$ cat config.mk
export PLATFORM = sky130hd
export DESIGN_NAME = memory_stream_reader
export DESIGN_NICKNAME = d
export VERILOG_FILES = /design/src/rtl/memory_stream_reader.sv
export SDC_FILE = /design/constraint.sdc
export NUM_CORES = 1
export LEC_CHECK = 0
export CAP_MARGIN = 20
export CORE_MARGIN = 4
export CORE_UTILIZATION = 51
export CTS_CLUSTER_DIAMETER = 30
export DETAILED_ROUTE_END_ITERATION = 10
export GPL_ROUTABILITY_DRIVEN = 0
export PLACE_DENSITY = 0.8
export SLEW_MARGIN = 20
export SYNTH_ARGS = -nofsm -noshare
export SYNTH_HDL_FRONTEND = slang
export SYNTH_SLANG_ARGS = --single-unit
$ cat constraint.sdc
create_clock -name clock_i -period 2.5 [get_ports clock_i]
set_clock_uncertainty 0.2 [all_clocks]
set_input_delay 0.25 -clock clock_i [delete_from_list [all_inputs] [get_ports clock_i]]
set_output_delay 0.25 -clock clock_i [all_outputs]
set_load 0.02 [all_outputs]
$ cat src/rtl/memory_stream_reader.sv
// memory_stream_reader
//
// Read-side master for a dual-port memory with a 1-cycle registered read port.
// Walks `length_i` consecutive words starting at `start_addr_i` and presents
// them as a valid/ready stream at up to one word per clock. Addresses wrap from
// DEPTH-1 to 0. The memory's read data is assumed to hold while its read enable
// is low, so a stalled word is simply the held memory output and no skid
// register is needed.
//
// Ports:
//   clock_i                  system clock (memory read clock is the same clock)
//   reset_i                  synchronous, active-high reset
//   start_i                  request a transfer (sampled only when idle)
//   start_addr_i [AW-1:0]    first word address
//   length_i     [AW:0]      number of words, 0..DEPTH
//   abort_i                  cancel the transfer in progress
//   busy_o                   high whenever the reader is not idle
//   done_o                   1-cycle pulse when a transfer completes normally
//   mem_read_clock_enable_o  constant 1
//   mem_read_enable_o        memory read enable
//   mem_read_addr_o [AW-1:0] memory read address
//   mem_read_data_i [W-1:0]  memory read data (registered, held when not enabled)
//   out_valid_o              stream word available
//   out_ready_i              consumer accepts the word
//   out_data_o   [W-1:0]     stream data, pass-through of mem_read_data_i
//   out_last_o               high with out_valid_o on the final word
module memory_stream_reader #(
    parameter int unsigned WIDTH = 8,
    parameter int unsigned DEPTH = 512,
    localparam int unsigned AW   = $clog2(DEPTH)
) (
    input  logic             clock_i,
    input  logic             reset_i,
    input  logic             start_i,
    input  logic [AW-1:0]    start_addr_i,
    input  logic [AW:0]      length_i,
    input  logic             abort_i,
    output logic             busy_o,
    output logic             done_o,
    output logic             mem_read_clock_enable_o,
    output logic             mem_read_enable_o,
    output logic [AW-1:0]    mem_read_addr_o,
    input  logic [WIDTH-1:0] mem_read_data_i,
    output logic             out_valid_o,
    input  logic             out_ready_i,
    output logic [WIDTH-1:0] out_data_o,
    output logic             out_last_o
);

    typedef enum logic [1:0] {
        StIdle = 2'd0,
        StRead = 2'd1,
        StDone = 2'd2
    } state_e;

    localparam logic [AW-1:0] LastAddr = AW'(DEPTH - 1);
    localparam logic [AW-1:0] AddrOne  = AW'(1);
    localparam logic [AW:0]   CntOne   = (AW + 1)'(1);

    state_e          state_q;
    logic [AW-1:0]   addr_q;
    logic [AW-1:0]   addr_d;
    logic [AW:0]     issue_q;    // reads still to be issued
    logic [AW:0]     deliver_q;  // words still to be handed to the consumer
    logic            out_valid_q;
    logic            rd_en;
    logic            handshake;

    // A read may be issued whenever the output slot is empty or being emptied
    // this cycle; a stalled slot blocks reads so the memory output holds.
    always_comb begin
        rd_en     = (state_q == StRead) && !abort_i && (issue_q != '0) &&
                    (!out_valid_q || out_ready_i);
        handshake = out_valid_q && out_ready_i;
        addr_d    = (addr_q == LastAddr) ? '0 : addr_q + AddrOne;
    end

    always_ff @(posedge clock_i) begin
        if (reset_i) begin
            state_q     <= StIdle;
            addr_q      <= '0;
            issue_q     <= '0;
            deliver_q   <= '0;
            out_valid_q <= 1'b0;
        end else begin
            unique case (state_q)
                StIdle: begin
                    if (start_i) begin
                        if (length_i != '0) begin
                            state_q   <= StRead;
                            addr_q    <= start_addr_i;
                            issue_q   <= length_i;
                            deliver_q <= length_i;
                        end else begin
                            state_q <= StDone;
                        end
                    end
                end
                StRead: begin
                    if (abort_i) begin
                        // The word in flight from the memory is dropped.
                        state_q     <= StIdle;
                        out_valid_q <= 1'b0;
                        issue_q     <= '0;
                        deliver_q   <= '0;
                    end else begin
                        if (rd_en) begin
                            addr_q  <= addr_d;
                            issue_q <= issue_q - CntOne;
                        end
                        if (handshake) begin
                            deliver_q <= deliver_q - CntOne;
                        end
                        if (rd_en) begin
                            out_valid_q <= 1'b1;
                        end else if (handshake) begin
                            out_valid_q <= 1'b0;
                        end
                        if (handshake && (deliver_q == CntOne)) begin
                            state_q <= StDone;
                        end
                    end
                end
                StDone: begin
                    state_q <= StIdle;
                end
                default: begin
                    state_q <= StIdle;
                end
            endcase
        end
    end

    always_comb begin
        busy_o                  = (state_q != StIdle);
        done_o                  = (state_q == StDone);
        mem_read_clock_enable_o = 1'b1;
        mem_read_enable_o       = rd_en;
        mem_read_addr_o         = addr_q;
        out_valid_o             = out_valid_q;
        out_data_o              = mem_read_data_i;
        out_last_o              = out_valid_q && (deliver_q == CntOne);
    end

endmodule

* Yosys cells after proc, flatten, opt, wreduce, memory -nomap -nowiden *
Cells that the tools add are included.
Widths: inputs -> output; s select.

storage, ports and cells
  logic and storage cells = 61
  register bits = 32
  input port bits = 32
  output and inout port bits = 23

cells by class
  add/sub/neg operators = 3
  equal/unequal tests = 11
  multiplexer cells = 22
  reduce and logical (&&, ||, !) cells = 20

operators with widths
  kind                   count
  $mux 10                6
  $mux 9                 5
  $pmux 10 s2            2
  $reduce_bool 10->1     2
  $sub 10x1->10 const B  2
  $pmux 9 s2             1
  $eq 10x1->1 const B    1
  $add 9x1->9 const B    1
  $eq 9x9->1 const B     1
  $mux 2                 4
  $ne 2x2->1 const B     4
  $reduce_and 4->1       2
  $logic_and 1x1->1      6
  $ne 3x3->1 const B     2
  $reduce_and 5->1       1
  $pmux 2 s2             1
  $reduce_and 2->1       2
  $reduce_bool 2->1      2
  $mux 1                 3
  $ne 3x2->1 const B     1
  $reduce_bool 3->1      1
  $eq 2x1->1 const B     1
  $eq 2x2->1 const B     1
  $logic_not 1->1        2
  2 further kinds        2

* Logic depth before layout (Yosys ltp) *
  depth after elaboration = 7
  gate-level depth with buffers = 7
  depth with buffers taken out = 7

* Worst setup path before layout *
Ideal clock, no wire load.

  kind = reg2reg
  start = reg issue_q[0]
  end = reg issue_q[8]
  setup slack = 0.534 ns
  data required time = 2.164 ns
  clock period less this slack = 1.966 ns
  setup time = 0.136 ns
  arrival time = 1.631 ns
  cell stages (with the launch flop) = 7
  path buffers = 0
  cells stage by stage = dfxtp_1 inv_1 ha_1 nor3b_2 nand4_1 a41oi_1 a211oi_1

between the ends
  cells in the longest elaborated chain, start to end = 5
  elaborated cells between the ends (all ways) = 9
  those cells by class = add/sub: 1; eq/ne: 1; mux: 3; reduce/logical: 4

RTL lines
  item                                                   line  RTL
  start, declared                                        63    logic [AW:0] issue_q;
  start signal, assigned                                 92    issue_q <= length_i;
  start signal, assigned                                 109   issue_q <= issue_q - CntOne;
  branches (longest 5 deep; another with $sub 10x1->10)  -

Several ways; the timed one is not identified. The select of a mux whose other input is x is not followed.
A chain may end at the register's enable or synchronous reset.

* Worst setup path in the final report *
  start = reg issue_q[0]
  end = out mem_read_enable_o

between the ends
  cells in the longest elaborated chain, start to end = 3

RTL lines
  item                            line  RTL
  $reduce_bool 10->1              72    rd_en = (state_q == StRead) && !abort_i && (issue_q != '0) &&
  $logic_and 1x1->1 (2 in a row)  72
  end, declared                   41    output logic mem_read_enable_o,

No other way between the ends.

==> flow_metrics.env <==
export IMPL_outcome="finished clean"
export IMPL_seq_area_frac_synth=0.2702
export IMPL_grt_max_degree=39
export IMPL_firstDrtPassIters=4
export IMPL_start_kind="register"
export IMPL_worst_slew_pin_slew_ps=658.8
export IMPL_end_kind="output port"
export IMPL_r2r_slack_ps=250
export IMPL_htreeDepth=2
export IMPL_slew_headroom=0.5568
export IMPL_ios=55
export IMPL_core_area_um2=4414
export IMPL_instances_no_fill=374
export IMPL_drc_errors=0
export IMPL_dieArea_um2=5804
export IMPL_hold_class="reg -> reg"
export IMPL_synth_xor_area_frac=0.01478
export IMPL_syn_inst=283
export IMPL_cts_buffer_depth=2
export IMPL_dpl_cell_area_um2=2809
export IMPL_cts_buffers=5
export IMPL_io_buffers=37
export IMPL_placed_cells=366
export IMPL_synth_fa_ha_area_frac=0.02639
export IMPL_hold_ws_ps=292.8
export IMPL_ys_seq_elements=32
export IMPL_post_route_period_util=0.9106
export IMPL_routedWlPerCell_um=17.34
export IMPL_synth_top_family_by_area="compound AO/OA/AOI/OAI gates"
export IMPL_grt_setup_unrepaired="false"
export IMPL_rows=24
export IMPL_setup_violations=0
export IMPL_via_count=2436
export IMPL_crit_arrival_ps=1830
export IMPL_final_layout_size_suffix_gt1_frac=0.1553
export IMPL_antenna_found_initial=0
export IMPL_grt_pass1_wl_mm=10.70
export IMPL_critical_path_max_fanout=4
export IMPL_nNetsFinal=358
export IMPL_grt_pass1_vias=2245
export IMPL_area_growth_pct=23.22
export IMPL_maxCapViolCount=0
export IMPL_worstPathRequired_ps=2050
export IMPL_leakage_nw=1.071
export IMPL_die_x_um=76.19
export IMPL_async_flop_share=0
export IMPL_yosys_warnings=0
export IMPL_clockRootBuffer="clkbuf_8"
export IMPL_viasPerCell=6.513
export IMPL_final_cell_area_um2=2922
export IMPL_power_density_nw_per_um2=695.2
export IMPL_syn_nets=320
export IMPL_slew_viol_final=0
export IMPL_clock_latency_ps=300
export IMPL_antenna_cells=0
export IMPL_synth_compound_area_frac=0.3652
export IMPL_synth_edf_count=0
export IMPL_muxShareOfSynthArea=0.004222
export IMPL_yosys_area_share_simple=0.2237
export IMPL_drtIter0Drc=144
export IMPL_syn_cell_area_um2=2371
export IMPL_path_clk_slew_ps=70
export IMPL_initial_core_util=0.5371
export IMPL_wl_mm=6.484
export IMPL_synth_avg_cell_area_um2=8.378
export IMPL_fin_crit_ps=2276
export IMPL_p_total_mw=2.031
export IMPL_timing_fmax_mhz=439.3
export IMPL_criticalPathCategory="reg -> out"
export IMPL_ant_nets=0
export IMPL_die_h_um=76.19
export IMPL_synth_distinct_cells=60
export IMPL_overflow=0
export IMPL_cts_sinks=32
export IMPL_hold_viol=0
export IMPL_synth_top_flop_cell="dfxtp_1"
export IMPL_cts_hold_buf=0
export IMPL_ir_drop_uv=364.4
export IMPL_cts_tree="built"
export IMPL_grt_total_usage=0.2167
export IMPL_place_hpwl_mm=4.715
-- layout by cell type (no fill, tap or decap), drive strengths merged, types with 5 or more instances in the layout --
cell / count
a21oi: 15
nor2: 13
a31oi: 13
nor4: 7
buf: 24
clkbuf: 5
o32ai: 6
a211oi: 24
inv: 12
nand2: 12
a311oi: 8
nand3: 5
ha: 5
o21ai: 10
o21a: 5
nand2b: 7
dfxtp: 32
clkdlybuf4s50: 35
nor3: 19
-- metal layers --
layer	GRT usage	wire length [µm]	vias to the layer above
met5	0	0	-
met3	0.04255	490	10
li1	-	-	1183
met1	0.2755	2801	1146
met4	0.07343	99	0
met2	0.3639	3091	97
-- sequential cells by signal, summed over array words and instances, names as in the netlist --
signal and cells:
deliver_q 10, issue_q 10, mem_read_addr_o 9, out_valid_o 1, state_q 2
-- critical path: stages, from the launching register on --
cell           delay (ps)
dfxtp_1               390
inv_1                  80
ha_1                  230
nor3b_2               200
a311oi_4              270
dlygate4sd2_1         370
-- final cells by class --
cell class | instances | area [µm²]
Clock buffer | 5 | 68.82
Clock inverter | 3 | 42.54
Fill cell | 373 | 1493
Inverter | 12 | 45.04
Multi-Input combinational cell | 209 | 1508
Sequential cell | 32 | 640.6
Tap cell | 52 | 65.06
Timing Repair Buffer | 61 | 551.8
-- through the flow --
step	setup TNS [ps]	worst slack, ps	utilization
3_5_place_dp	-6.853	-6.853	0.6363
2_1_floorplan	0	533.8	-
3_3_place_gp	0	8.069	0.6363
4_1_cts	0	68.58	0.6613
5_1_grt	0	137.1	0.6618
6_report	0	223.6	0.6618
-- power breakdown --
group / switching [mW] / total [mW] / internal [mW]
registers: 0.100 / 0.689 / 0.589
logic: 0.449 / 0.832 / 0.384
clock network: 0.215 / 0.510 / 0.295
total: 0.764 / 2.03 / 1.27
-- logic make-up after synthesis --
| logic type | Yosys count |
|---|---|
| DFF | 32 |
| muxes | 1 |
| other | 1 |
| buffers and inverters | 42 |
| xor gates and xnor gates | 4 |
| and+or+nand+nor | 89 |
| adders and majority gates | 5 |
| AOI/OAI and AO/OA | 109 |
-- path summary, 6_finish.rpt --
| path | cells after the start | start | to |
|---|---|---|---|
| hold / removal | 2 | deliver_q[9] | deliver_q[9] |
| hold reg to reg | 2 | deliver_q[9] | deliver_q[9] |
| setup / recovery | 5 | issue_q[0] | mem_read_enable_o |
| setup reg to reg | 7 | issue_q[0] | issue_q[7] |
-- cells in the mapped netlist, types with 4 or more instances --
| cell type | n | share of area |
|---|---|---|
| a211oi_1 | 16 | 0.051 |
| a211oi_2 | 8 | 0.042 |
| a21oi_1 | 15 | 0.032 |
| a22oi_1 | 4 | 0.013 |
| a311oi_1 | 4 | 0.015 |
| a31oi_1 | 13 | 0.034 |
| a32oi_1 | 4 | 0.015 |
| buf_2 | 7 | 0.015 |
| buf_4 | 11 | 0.035 |
| clkbuf_1 | 8 | 0.013 |
| dfxtp_1 | 32 | 0.27 |
| ha_1 | 5 | 0.026 |
| inv_1 | 12 | 0.019 |
| nand2_1 | 12 | 0.019 |
| nand2b_1 | 7 | 0.018 |
| nand3_1 | 5 | 0.011 |
| nand4_1 | 4 | 0.011 |
| nor2_1 | 13 | 0.021 |
| nor2b_1 | 4 | 0.011 |
| nor3_1 | 18 | 0.038 |
| nor4_1 | 5 | 0.013 |
| o21a_1 | 5 | 0.016 |
| o21ai_0 | 8 | 0.017 |
| o32ai_1 | 6 | 0.022 |
-- what timing repair did --
action                     4_1_cts  5_1_grt
setup endpoints to repair        1        1
pin swaps                        0        0
resized for setup                1        1
buffers inserted                 0        0
(Power assumes the default switching activity.)
==> RTL change: new RTL, config.mk and constraints unchanged <==
The parameter `WIDTH` goes from 8 to 12.
--- a/src/rtl/memory_stream_reader.sv
+++ b/src/rtl/memory_stream_reader.sv
@@ -27,3 +27,3 @@
 module memory_stream_reader #(
-    parameter int unsigned WIDTH = 8,
+    parameter int unsigned WIDTH = 12,
     parameter int unsigned DEPTH = 512,
Interface: changed (resized mem_read_data_i and out_data_o); port bits go from 55 to 63. No check against the original RTL was run, so the function may have changed too.
==> RTL change against the original RTL <==
- design area increased by 0.43%
- die area increased by 1.1%
- sequential cell count unchanged
- power decreased by 3.4%
- cell count increased by 0.27%
- area after synthesis increased by 1.3%
- setup slack got worse by 0.012 ns
- wire length increased by 1.5%
- critical path type unchanged
- critical endpoint unchanged
- largest cell class unchanged
- largest power group unchanged
==> RTL change: results (changes against the original RTL) <==
Via count: 2,465 (was 2,436)
HP Start: mem_read_data_i[0] (was deliver_q[9]$_SDFFE_PP0P_)
Post-synth EDFFs: 0 (unchanged)
Number of global-route vias before repair: 2,328 (was 2,245)
Worst-path clk slew: 0.06 ns
Largest net degree at the start of global routing: 23 (was 39)
Pre-CTS setup slack: -0.02661 ns (was -0.006853 ns)
Bufs on Longest Clock Path: 2 (unchanged)
Top post-synthesis cells by area: dfxtp_1 (27%), a211oi_1 (5.0%), buf_4 (4.7%) (was dfxtp_1 (27%), a211oi_1 (5.1%), a211oi_2 (4.2%))
Worst setup startpoint: issue_q[0]$_SDFFE_PP0P_ (unchanged)
Seq/Total Area, Yosys: 26.68% (was 27.02%)
Number of antenna diodes: 0 (unchanged)
Final Util: 66.02% (was 66.18%)
Leak: 1.081 nW (was 1.071 nW)
Global-route wire length before repair: 11,210 µm (was 10,700 µm)
Router iterations before antenna repair: 4 (unchanged)
Layout cells sized above 1: 15.79% (was 15.53%)
RR Startpoint: issue_q[0]$_SDFFE_PP0P_ (unchanged)
Antenna violations before repair: 0 (unchanged)
Slew margin rel.: 66.57% (was 55.68%)
Synth cell types: 60 (unchanged)
Clk_lat worst skew: 0.28 ns (was 0.30 ns)
Min-Delay Path Class: in -> out (was reg -> reg)
DP HPWL: 4857 µm (was 4715 µm)
All-Layer GR Usage: 22.85% (was 21.67%)
YS warnings: 0 (unchanged)
# H-tree levels: 2 (unchanged)
Syn_nets: 328 (was 320)
CTS root buf: clkbuf_8 (unchanged)
Post-DP Area: 2836 µm² (was 2809 µm²)
Most frequent cells after synthesis: dfxtp_1 (32), nor3_1 (18), a211oi_1 (16) (unchanged)
Max IR drop VDD: 0.3359 mV (was 0.3644 mV)
Num CTS Buffers: 5 (unchanged)
Layout Nets: 364 (was 358)
Ys async rst share: 0% (unchanged)
DR WL/cell: 17.55 µm (was 17.34 µm)
Port bufs: 37 (unchanged)
Main flop type after synthesis: dfxtp_1 (unchanged)
Filler cell count: 377 (was 373)
Outcome: complete, no violations (unchanged)
Crit-path max FO: 4 (unchanged)
Post-CTS setup buffer count: 0 (unchanged)
1st-iter DRT viols: 150 (was 144)
Crit path DAT: 1.84 ns
[RTL change: cell count changes after synthesis]
cell   unedited run  this run
buf_4            11        15
[RTL change: report_power, final]
part	total, mW	internal, mW	switching [mW]	leakage, nW
registers	0.692	0.589	0.103	0.265
clock network	0.430	0.245	0.185	0.0503
logic	0.840	0.393	0.447	0.766
total	1.96	1.23	0.735	1.08
[RTL change: path summary, 6_finish.rpt]
check / end / slack, ns / depth (start not counted)
hold reg to reg: deliver_q[9]$_SDFFE_PP0P_ / 0.30 / 2
setup reg to reg: issue_q[6]$_SDFFE_PP0P_ / 0.27 / 7
setup / recovery: mem_read_enable_o / 0.21 / 5
hold / removal: out_data_o[0] / 0.30 / 0
[RTL change: cells by family (layout without fill, tap and decap cells)]
family                     Yosys count  count (layout)  share of synthesized area [%]
buffers and inverters               46              82                          10.53
AOI/OAI and AO/OA                  109             109                          36.06
other                                1               1                         0.1562
muxes                                1               1                         0.4169
and+or+nand+nor                     89              89                          22.09
xor gates and xnor gates             4               4                          1.459
DFF                                 32              32                          26.68
adders and majority gates            5               5                          2.606
[RTL change: final cells by class]
cell class / instances / share of cell area, %
inverters: 12 / 1.535
repair buffers: 63 / 19.74
flip-flops and latches: 32 / 21.83
well taps: 52 / 2.217
clock buffers: 7 / 3.284
multi-input cells: 209 / 51.39
[RTL change: metrics by stage]
step | power (mW) | cells | setup TNS, ns
floorplan | 1.266 | 287 | 0
global placement | 1.512 | 368 | 0
detailed placement | 1.532 | 368 | -0.02661
CTS | 1.969 | 375 | 0
global route | 2.091 | 375 | 0
finish | 1.962 | 375 | 0
[RTL change: worst max-delay path, stage by stage (launching register included)]
cell           delay (ns)
dfxtp_1              0.39
inv_1                0.08
ha_1                 0.24
nor3b_2              0.20
a311oi_4             0.28
dlygate4sd2_1        0.37
[RTL change: per-layer routing]
| metal | vias to the layer above | global-route usage (%) | share of wire, % |
|---|---|---|---|
| li1 | 1185 | - | - |
| met4 | 0 | 6.884 | 1.6 |
| met2 | 118 | 38.05 | 48 |
| met1 | 1152 | 29.43 | 42 |
| met5 | - | 0 | 0 |
| met3 | 10 | 4.965 | 8.7 |
[RTL change: what timing repair did]
action,in CTS,in global routing
gates cloned,0,0
gates resized for setup,1,1
setup endpoints to repair,1,1
